### src/rtl/dmem_dump.sv
// dmem_dump: streams data-memory words [base_addr, base_addr+word_cnt) as (addr,data) beats; first mem_rd_en 1 cycle and
// first out_valid 3 cycles after start; out_valid holds under out_ready=0. DMEM_DUMP_CHECKSUM_EN adds a running checksum.
module dmem_dump #(
  parameter int ADDR_W = 10,
  parameter int DATA_W = 32,
  parameter int CNT_W  = 11
) (
  input  logic              clk_x,
  input  logic              rst_n,
  input  logic              start,
  input  logic [ADDR_W-1:0] base_addr,
  input  logic [CNT_W-1:0]  word_cnt,
  output logic              busy,
  output logic              done,
  output logic              mem_rd_en,
  output logic [ADDR_W-1:0] mem_addr,
  input  logic [DATA_W-1:0] mem_rdata,
`ifdef DMEM_DUMP_CHECKSUM_EN
  output logic [DATA_W-1:0] checksum,
`endif
  output logic              out_valid,
  input  logic              out_ready,
  output logic [DATA_W-1:0] out_data,
  output logic [ADDR_W-1:0] out_addr,
  output logic              out_last
);

  typedef enum logic [2:0] {
    IDLE    = 3'd0,
    ISSUE   = 3'd1,
    CAPTURE = 3'd2,
    SEND    = 3'd3,
    FINISH  = 3'd4
  } state_t;

  state_t            state, nxt;
  logic [ADDR_W-1:0] cur_addr;
  logic [CNT_W-1:0]  remaining;
  logic              start_ok;
  logic              beat;

  // done is registered off FINISH, so the done cycle is already IDLE; start is held off there
  assign start_ok  = (state == IDLE) && start && !done;
  assign beat      = out_valid && out_ready;
  assign busy      = (state != IDLE);
  assign mem_rd_en = (state == ISSUE);

  always_comb begin
    nxt = state;
    case (state)
      IDLE:    if (start_ok) nxt = (word_cnt == '0) ? FINISH : ISSUE;
      ISSUE:   nxt = CAPTURE;
      CAPTURE: nxt = SEND;
      SEND:    if (beat) nxt = out_last ? FINISH : ISSUE;
      FINISH:  nxt = IDLE;
      default: nxt = IDLE;
    endcase
  end

  always_ff @(posedge clk_x or negedge rst_n) begin
    if (!rst_n) begin
      state     <= IDLE;
      cur_addr  <= '0;
      remaining <= '0;
      mem_addr  <= '0;
      done      <= 1'b0;
      out_valid <= 1'b0;
      out_data  <= '0;
      out_addr  <= '0;
      out_last  <= 1'b0;
    end else begin
      state <= nxt;
      done  <= (state == FINISH);
      if (start_ok) begin
        cur_addr  <= base_addr;
        remaining <= word_cnt;
        if (word_cnt != '0) mem_addr <= base_addr;
      end
      if (state == CAPTURE) begin
        out_data  <= mem_rdata;
        out_addr  <= cur_addr;
        out_last  <= (remaining == CNT_W'(1));
        out_valid <= 1'b1;
      end
      if (beat) begin
        out_valid <= 1'b0;
        out_last  <= 1'b0;
        remaining <= remaining - CNT_W'(1);
        cur_addr  <= cur_addr + ADDR_W'(1);
        // mem_addr only moves when another read will follow
        if (!out_last) mem_addr <= cur_addr + ADDR_W'(1);
      end
    end
  end

`ifdef DMEM_DUMP_CHECKSUM_EN
  always_ff @(posedge clk_x or negedge rst_n) begin
    if (!rst_n)         checksum <= '0;
    else if (start_ok)  checksum <= '0;
    else if (beat)      checksum <= checksum + out_data;
  end
`endif

endmodule

### config.mk
export PLATFORM = sky130hd
export DESIGN_NAME = dmem_dump
export DESIGN_NICKNAME = d
export VERILOG_FILES = /design/src/rtl/dmem_dump.sv
export SDC_FILE = /design/constraint.sdc
export NUM_CORES = 1
export LEC_CHECK = 0
export ABC_CLOCK_PERIOD_IN_PS = 3900
export CORE_AREA = 10 10 97 108
export CTS_CLUSTER_DIAMETER = 120
export DETAILED_ROUTE_END_ITERATION = 16
export DIE_AREA = 0 0 107 118
export PLACE_DENSITY = 0.77
export RECOVER_POWER = 100
export SYNTH_ARGS = -nofsm -noshare
export SYNTH_HDL_FRONTEND = slang
export SYNTH_SLANG_ARGS = --single-unit
### constraint.sdc
create_clock -name clk_x -period 3.9 [get_ports clk_x]
set_clock_uncertainty 0.05 [all_clocks]
set_input_delay 0.78 -clock clk_x [delete_from_list [all_inputs] [get_ports clk_x]]
set_output_delay 0.78 -clock clk_x [all_outputs]
set_load 0.02 [all_outputs]
==> results.cfg <==
[run_status]
status = complete, but fails checks
violations = max-capacitance violations, max-slew violations

[timing]
final.min_clock_period_ps = 3139
whs_ps = 450.7
fmax_mhz = 318.6
worstMarginPinSlew_ps = 1937
hold_violations = 0
rsz0062_at_grt = no
fin_crit_sh = 0.8049
slew_headroom = -0.2911
setup-tns-final_ps = 0
drv_slew = 103
setup_viol = 0

[pwr]
vdd_ir_drop_max_v = 0.0003850
powerDensity_nw_per_um2 = 812.4
power_leakage_nw = 2.035

[place]
gp_congestion = 0.8712
dpl.hpwl_um = 7301
io_buffers = 113

[cells_and_area]
syn_to_final_growth_pct = 37.54
final_common_cell = dfrtp_1
fillers = 711
nets = 486
drive_above_1_share = 0.1508
n_antenna_cell = 0
final_cell_mix = dfrtp_1 (79), dlygate4sd3_1 (59), clkdlybuf4s50_1 (53), mux2_2 (42)

[flow_run]
cap_violations = 2

[synthesis]
synth_top_area_cell = dfrtp_1
synth-edff-count = 0
synth_ff_type = dfrtp_1
yosysTopAreaCellShare = 0.5407
ys_seq_area_frac = 0.5407
avgSynthCellArea_um2 = 11.53
async_flop_share = 1.000
synth_cell_types = 47
synth_cells = 317
syn_area_um2 = 3656
synth.area.top_cells = dfrtp_1 (54%), mux2_2 (13%), o21ai_0 (2.6%)
synth-seq-cells = 79
ys.warnings.count = 0
syn_nets = 377

[worst_setup_path]
end_kind = output port
crit_fanout = 10
crit_path_start_kind = register
critical_path_class = reg -> out
cp.required_ps = 3070
crit_arrival_ps = 2310

[cts]
clock-root-buffer = clkbuf_8
clock_sinks = 79
numCtsBuffers = 9
cts_resized = 0
cts_tree = built
post_cts_buffers = 0
ctsHoldBuffers = 0
htreeDepth = 3
cts_buffer_depth = 2
clkLatencyLatePin_ps = 350
clk_pin_slew_ps = 80

[floorplanning]
dieArea_um2 = 12630
dieHeight_um = 118
floorplan.rows = 35
die_w_um = 107
initial_core_util = 0.4441
io_pins = 114
core_um2 = 8233

[detailed_routing]
routed_wl_um = 9959
drt-met1-wl_um = 3732
top_layer_used = met4
wl_met2_um = 5134
ant_nets = 0
drc = 0
drt-pass1-iter-count = 5
drtIter0Drc = 165
dr_wl_met3_um = 915
via_per_inst = 5.448
wire_per_inst_um = 18.37
via_count = 2953

[grt]
grt_pass1_wl_um = 16260
grt_overflow = 0
antenna_found_initial = 0
grt_max_degree = 80
first_global_vias = 3160
grt_usage = 0.1572

[worst_hold_path]
min_path_type = reg -> reg
where the power goes:
part | leakage (nW) | internal, W | switching, W | total (W)
clock network | 0.0997 | 0.000314 | 0.000300 | 0.000614
registers | 0.917 | 0.00120 | 0.000277 | 0.00148
logic | 1.02 | 0.000946 | 0.00105 | 0.00199
total | 2.03 | 0.00246 | 0.00162 | 0.00408
path summary, 6_finish.rpt:
check | slack [ps] | to | from | depth (start not counted)
max reg2reg | 800 | out_data[8]$_DFFE_PN0N_ | state[2]$_DFFE_PN0P_ | 4
max in group asynchronous | 1740 | state[2]$_DFFE_PN0P_ | rst_n | 1
min | 450 | out_addr[7]$_DFFE_PN0N_ | out_addr[7]$_DFFE_PN0N_ | 1
max | 760 | busy | state[0]$_DFFE_PN0P_ | 3
min in group asynchronous | 890 | out_data[29]$_DFFE_PN0N_ | rst_n | 1
min reg2reg | 450 | out_addr[7]$_DFFE_PN0N_ | out_addr[7]$_DFFE_PN0N_ | 1
logic make-up (layout without fill, tap and decap cells):
group / after synthesis / count (layout) / share of synthesized area
xor gates and xnor gates: 8 / 8 / 0.01917
adders and majority gates: 3 / 3 / 0.01027
buffers and inverters: 24 / 138 / 0.03080
and+or+nand+nor: 75 / 75 / 0.1102
AOI/OAI and AO/OA: 77 / 77 / 0.1348
muxes: 51 / 51 / 0.1540
DFF: 79 / 79 / 0.5407
synth_stat cells (2+ instances only):
library cell	count
o21ai_1	2
a221o_1	2
and2_1	2
ha_1	3
xor2_1	7
mux2_2	42
and4_1	2
o21ai_0	19
dfrtp_1	79
nand3_1	8
buf_2	3
and3_1	3
a21oi_1	16
nor3_1	3
clkbuf_1	11
nor4_1	5
nand2_1	19
o311ai_0	2
o22ai_1	2
or3_1	2
o211ai_1	3
a22oi_1	10
inv_1	5
nand2b_1	3
nor2_1	16
mux2i_1	9
a31oi_1	11
a211oi_1	5
nand4_1	3
buf_4	3
worst max-delay path, stage by stage (launching register included):
cell and delay, ps:
dfrtp_1 490, nor3_1 680, inv_2 190, clkdlybuf4s50_1 610
through the flow:
step	cell area, µm²	worst slack (ps)	total power, W	util	cells
after floorplan	3656	2003	0.002724	-	317
after detailed placement	4861	1082	0.003625	0.5904	526
after CTS	5059	1113	0.004253	0.6144	542
after global placement	4861	1267	0.003557	0.5904	526
after global routing	5029	602.2	0.004362	0.6108	542
final	5029	760.8	0.004085	0.6108	542
state kept, by name (all words and copies together), names as in the netlist:
| signal | flops |
|---|---|
| state | 3 |
| out_last | 1 |
| out_data | 32 |
| mem_addr | 10 |
| out_valid | 1 |
| out_addr | 10 |
| done | 1 |
| cur_addr | 10 |
| remaining | 11 |
cell type report:
cell class / count / area (µm²) / share of cell area
multi-input cells: 214 / 1548 / 0.3078
well taps: 111 / 138.9 / 0.02762
clock buffers: 11 / 141.4 / 0.02812
clock inverters: 5 / 56.30 / 0.01120
inverters: 6 / 22.52 / 0.004479
flip-flops and latches: 79 / 1977 / 0.3931
repair buffers: 116 / 1145 / 0.2277
layer usage:
layer	vias up	GRT usage
li1	1382	-
met2	128	0.2668
met3	15	0.05641
met5	-	0
met1	1428	0.1769
met4	0	0.05169
Note: power is estimated with default switching activity, not from simulation.
